## config.mk

```make
export PLATFORM = sky130hd
export DESIGN_NAME = step_sequencer
export DESIGN_NICKNAME = d
export VERILOG_FILES = /design/src/rtl/step_sequencer.sv
export SDC_FILE = /design/constraint.sdc
export NUM_CORES = 1
export LEC_CHECK = 0
export CORE_ASPECT_RATIO = 1.2
export CORE_MARGIN = 2
export CORE_UTILIZATION = 50
export CTS_BUF_LIST = sky130_fd_sc_hd__clkbuf_4 sky130_fd_sc_hd__clkbuf_8 sky130_fd_sc_hd__clkbuf_16
export CTS_CLUSTER_DIAMETER = 60
export DETAILED_ROUTE_END_ITERATION = 16
export GPL_ROUTABILITY_DRIVEN = 0
export GPL_TIMING_DRIVEN = 0
export MAX_ROUTING_LAYER = met4
export PLACE_DENSITY = 0.74
export SLEW_MARGIN = 20
export SYNTH_ARGS = -nofsm -noshare
export SYNTH_HDL_FRONTEND = slang
export SYNTH_SLANG_ARGS = --single-unit
export TNS_END_PERCENT = 1
```

## constraint.sdc

```tcl
create_clock -name clk -period 5.53 [get_ports clk]
set_input_delay 0.553 -clock clk [delete_from_list [all_inputs] [get_ports clk]]
set_output_delay 0.553 -clock clk [all_outputs]
set_load 0.005 [all_outputs]
```

## src/rtl/step_sequencer.sv

```systemverilog
// step_sequencer: trapezoidal-profile STEP/DIR generator for an external stepper driver
module step_sequencer #(
  parameter int PULSE_W   = 100,
  parameter int DIR_SETUP = 50
) (
  input  logic        clk,
  input  logic        rst_n,
  input  logic        cmd_valid,
  output logic        cmd_ready,
  input  logic [31:0] cmd_steps,
  input  logic        cmd_dir,
  input  logic [31:0] cmd_start_period,
  input  logic [31:0] cmd_min_period,
  input  logic [31:0] cmd_accel,
  input  logic        abort,
  output logic        step_out,
  output logic        dir_out,
  output logic        busy,
  output logic        done,
  output logic        aborted,
  output logic [31:0] steps_left,
  output logic [31:0] cur_period
);
  typedef enum logic [2:0] {IDLE, SETUP, PULSE, WAIT, DONE} state_t;
  localparam logic [31:0] PW      = 32'(PULSE_W);
  localparam logic [31:0] PMIN    = 32'(PULSE_W + 1);
  localparam logic [31:0] DS_LAST = 32'(DIR_SETUP - 1);
  state_t      state_q, state_d;
  logic [31:0] cnt, ps_q, pm_q, accel_q, ramp_cnt;
  logic        abort_pend;
  logic        accept, rise, decel, speed_up;
  logic [31:0] ps_c, pm_w, pm_c, r, dec_p, acc_p, nxt_period, nxt_ramp;
  logic [32:0] sum;
  assign cmd_ready = state_q == IDLE;
  assign busy      = !cmd_ready;
  assign step_out  = state_q == PULSE;
  assign done      = state_q == DONE;
  assign accept    = cmd_valid && cmd_ready;
  assign rise      = state_d == PULSE && state_q != PULSE;
  // Command period clamping and the per-step ramp update evaluated at each STEP rise
  always_comb begin
    ps_c       = cmd_start_period > PW ? cmd_start_period : PMIN;
    pm_w       = cmd_min_period > PW ? cmd_min_period : PMIN;
    pm_c       = pm_w > ps_c ? ps_c : pm_w;
    r          = steps_left - 32'd1;
    sum        = {1'b0, cur_period} + {1'b0, accel_q};
    dec_p      = sum > {1'b0, ps_q} ? ps_q : sum[31:0];
    acc_p      = ({1'b0, accel_q} + {1'b0, pm_q}) >= {1'b0, cur_period} ? pm_q : cur_period - accel_q;
    decel      = r <= ramp_cnt;
    speed_up   = cur_period > pm_q;
    nxt_period = decel ? dec_p : speed_up ? acc_p : cur_period;
    nxt_ramp   = decel ? (ramp_cnt == 32'd0 ? 32'd0 : ramp_cnt - 32'd1) : speed_up ? ramp_cnt + 32'd1 : ramp_cnt;
  end
  // Next-state logic; abort wins over a STEP rise scheduled on the same edge
  always_comb begin
    state_d = state_q;
    case (state_q)
      IDLE:    state_d = accept ? SETUP : IDLE;
      SETUP:   state_d = (abort || steps_left == 32'd0) ? DONE : cnt == DS_LAST ? PULSE : SETUP;
      PULSE:   state_d = cnt != PW ? PULSE : (abort || abort_pend || steps_left == 32'd0) ? DONE : WAIT;
      WAIT:    state_d = abort ? DONE : cnt == cur_period ? PULSE : WAIT;
      DONE:    state_d = IDLE;
      default: state_d = IDLE;
    endcase
  end
  // State, interval counter, command latches and profile registers
  always_ff @(posedge clk or negedge rst_n) begin
    if (!rst_n) begin
      state_q    <= IDLE;
      cnt        <= '0;
      dir_out    <= 1'b0;
      steps_left <= '0;
      cur_period <= '0;
      ps_q       <= '0;
      pm_q       <= '0;
      accel_q    <= '0;
      ramp_cnt   <= '0;
      abort_pend <= 1'b0;
      aborted    <= 1'b0;
    end else begin
      state_q <= state_d;
      cnt     <= accept ? 32'd0 : rise ? 32'd1 : cnt + 32'd1;
      if (accept) begin
        dir_out    <= cmd_dir;
        steps_left <= cmd_steps;
        cur_period <= ps_c;
        ps_q       <= ps_c;
        pm_q       <= pm_c;
        accel_q    <= cmd_accel;
        ramp_cnt   <= '0;
      end else if (rise) begin
        steps_left <= r;
        cur_period <= nxt_period;
        ramp_cnt   <= nxt_ramp;
      end
      abort_pend <= accept ? 1'b0 : (state_q == PULSE && abort) ? 1'b1 : abort_pend;
      aborted    <= accept ? 1'b0 : (state_d == DONE && state_q != DONE && (abort || abort_pend)) ? 1'b1 : aborted;
    end
  end
endmodule

```

==> summary.md <==
| Metric | Value |
|---|---|
| Layout Nets | 3,433 |
| DIE WIDTH | 195 um |
| Cell Area, Synth | 0.0219 mm2 |
| Min-Delay Path Depth | 2 |
| DR vias/cell | 6.49 |
| Post-synthesis sequential area ratio | 26.3% |
| First-pass GRT wire length | 131 mm |
| Buffers on Ports | 202 |
| Fin crit period | 5.82 ns |
| Commonest cells in the netlist | 263 x ha_1, 263 x nand2_1, 245 x o21ai_0 |
| Clk_skew | 0.0190 ns |
| Post-route ant nets | 0 |
| GRT overflow | 0 |
| Net Count, Synth | 3,160 |
| Slowest stage delay, CP | 0.48 ns |
| R2R depth | 27 |
| Area leader, netlist | dfrtp_1 |
| Hold crit path type | register to register |
| Routed len/inst | 24.5 um |
| Yosys warns | 0 |
| Starting density of the core | 50.4% |
| Flop-to-flop setup slack | -0.29 ns |
| Clk root buf | clkbuf_16 |
| Multiplexer share of the synthesized area | 3.87% |
| Dpl hpwl | 66.5 mm |
| Final Instance Count excl. Fillers | 3,619 |
| Mean Syn Cell Area | 7.93 um2 |
| DIE AREA | 0.0455 mm2 |
| Xor/xnor share of the synthesized area | 8.08% |
| Max frequency | 0.172 GHz |
| Status | finished, violations left |
| RSZ-0062 raised after global routing | yes |
| CTS Buf Count | 31 |
| Top post-synthesis cells by area | dfrtp_1 26%, ha_1 15%, o21ai_0 5.6% |
| Failing checks | negative setup slack |
| P&R area growth vs syn | 23.8% |
| Synth Area in Adders | 15.3% |
| GRT Overall Usage | 38.6% |
| CTS clk-pin slew, worst paths | 0.07 ns |
| DR iter-0 viols | 2,663 |
| DRC viols | 0 |
| DP Worst Slack | -2.03 ns |
| CP Data Arrival Time | 6.33 ns |
| Maxcap violations | 0 |
| Crit path capture type | register |
| Setup WS post-layout | -0.291 ns |
| Initial antenna violation count | 1 |
| Final setup vio count | 74 |
| Seq cells post-synth | 230 |
| Final hold slack | 0.480 ns |
| First drt pass iteration count | 9 |
| Critical path class | register to register |
| WL final | 88.7 mm |
| # H-tree levels | 1 |
| Largest net degree at the start of global routing | 90 |
| Layout cells sized above 1 | 9.88% |
| CTS tree | done |
| Core Region | 0.0435 mm2 |
| Synth Instances | 2,761 |
| Vias in the first global route | 23,000 |
| Startpoint Class | register |
| Die height | 233 um |
| Largest family of logic cells by synthesized area | compound AO/OA/AOI/OAI gates |
| Fin crit share | 105% |
| Number of enable flip-flop cells after synthesis | 0 |
| Clock Tree Buf Depth | 3 |
| Crit path max fanout | 6 |
| Post-synthesis simple-gate area fraction | 18.8% |
| Hold Violations, Final | 0 |
| Clock sink count | 230 |
| Vias | 23,500 |
| Unique masters post-synth | 77 |
| DP Cell Count | 3,524 |
| Worst-Margin Slew | 1.28 ns |
| Worst EP required | 6.04 ns |
| Async set or reset register ratio after synthesis | 100% |
| # IOs | 203 |
| Critical path's slowest cell | a311o_2 |
| Clk_lat worst skew | 0.60 ns |
| Max Slew Vio Count | 0 |
| Post-synth top flop | dfrtp_1 |
| Synth Area in Compound Gates | 21.0% |
| Row count | 84 |
| Top cell type's share of synthesized area | 26.3% |
| Slew headroom | 13.7% |
==> layer usage <==
| metal | GRT usage [%] | up-vias | routed length [um] |
|---|---|---|---|
| met5 | - | - | 0 |
| li1 | - | 10300 | - |
| met2 | 59.1 | 1576 | 38000 |
| met3 | 9.31 | 573 | 10000 |
| met1 | 43.1 | 11000 | 31400 |
| met4 | 31.7 | 0 | 9220 |
==> registers in the layout, summed over array words and instances, names as in the netlist <==
register and cells:
cnt 32, ramp_cnt 32, cur_period 32, state_q 3
accel_q 32, abort_pend 1, dir_out 1, aborted 1
ps_q 32, pm_q 32, steps_left 32
==> timing repair <==
| item | 4_1_cts | 5_1_grt |
|---|---|---|
| endpoints found under the hold margin | 63 | 0 |
| gates cloned | 0 | 1 |
| pin swaps | 19 | 29 |
| buffers inserted | 14 | 31 |
| gates resized for setup | 156 | 140 |
| endpoints found under the setup margin | 84 | 88 |
| hold buffers | 1 | 0 |
==> kinds of logic (layout without fill, tap and decap cells) <==
logic type | count (synthesis) | in the layout
mux | 83 | 83
buf+inv | 391 | 688
fa+ha+maj | 266 | 266
other cells | 0 | 2
compound gates | 734 | 734
flops | 230 | 230
xor+xnor | 202 | 202
simple gates | 855 | 855
==> layout by cell type (no fill, tap or decap), types with 28 or more instances in the layout <==
| master | count |
|---|---|
| nand2_1 | 259 |
| ha_1 | 257 |
| inv_1 | 239 |
| o21ai_0 | 228 |
| dfrtp_1 | 213 |
| nor2_1 | 206 |
| clkdlybuf4s50_1 | 201 |
| a21oi_1 | 165 |
| xnor2_1 | 120 |
| clkbuf_1 | 93 |
| xor2_1 | 82 |
| nand3_1 | 67 |
| mux2i_1 | 63 |
| nand4_1 | 60 |
| a21o_1 | 57 |
| nor3_1 | 49 |
| nor4_1 | 47 |
| buf_4 | 42 |
| clkbuf_16 | 34 |
| nor2b_1 | 28 |
==> final timing paths <==
| path | end | startpoint |
|---|---|---|
| worst max-delay path | cur_period[22] | pm_q[0] |
| worst min-delay path | dir_out | dir_out |
| worst max register to register | cur_period[22] | pm_q[0] |
| worst min register to register | dir_out | dir_out |
| max in group asynchronous | cur_period[10] | rst_n |
| min in group asynchronous | steps_left[15] | rst_n |
==> stage by stage <==
step	TNS (ns)	area, um2	util (%)
2_1_floorplan	0	21900	-
3_3_place_gp	-1588.59	24600	56.6
3_5_place_dp	-110.76	24700	56.8
4_1_cts	-4.85	26400	60.7
5_1_grt	-17.08	27100	62.4
6_report	-7.41	27100	62.4
==> worst max-delay path, delay by kind of cell (launching register included) <==
kind                       cells  cell delay [ns]
DFF                            1             0.47
and+or+nand+nor                2             0.12
buffers and inverters          5             0.68
muxes                          3             0.61
AOI/OAI and AO/OA             14             3.13
adders and majority gates      3             0.72
==> area by class of cell <==
cell class	count	area [um2]
multi-input cells	2140	15400
inverters	241	905
well taps	559	699
repair buffers	251	2530
clock inverters	20	191
flip-flops and latches	230	5780
clock buffers	37	852
fillers	3742	16400
diodes	2	5.00
plain buffers	139	817
Power is not shown: default switching activity piles up to over one toggle a cycle in this logic, so the estimate is an artifact.
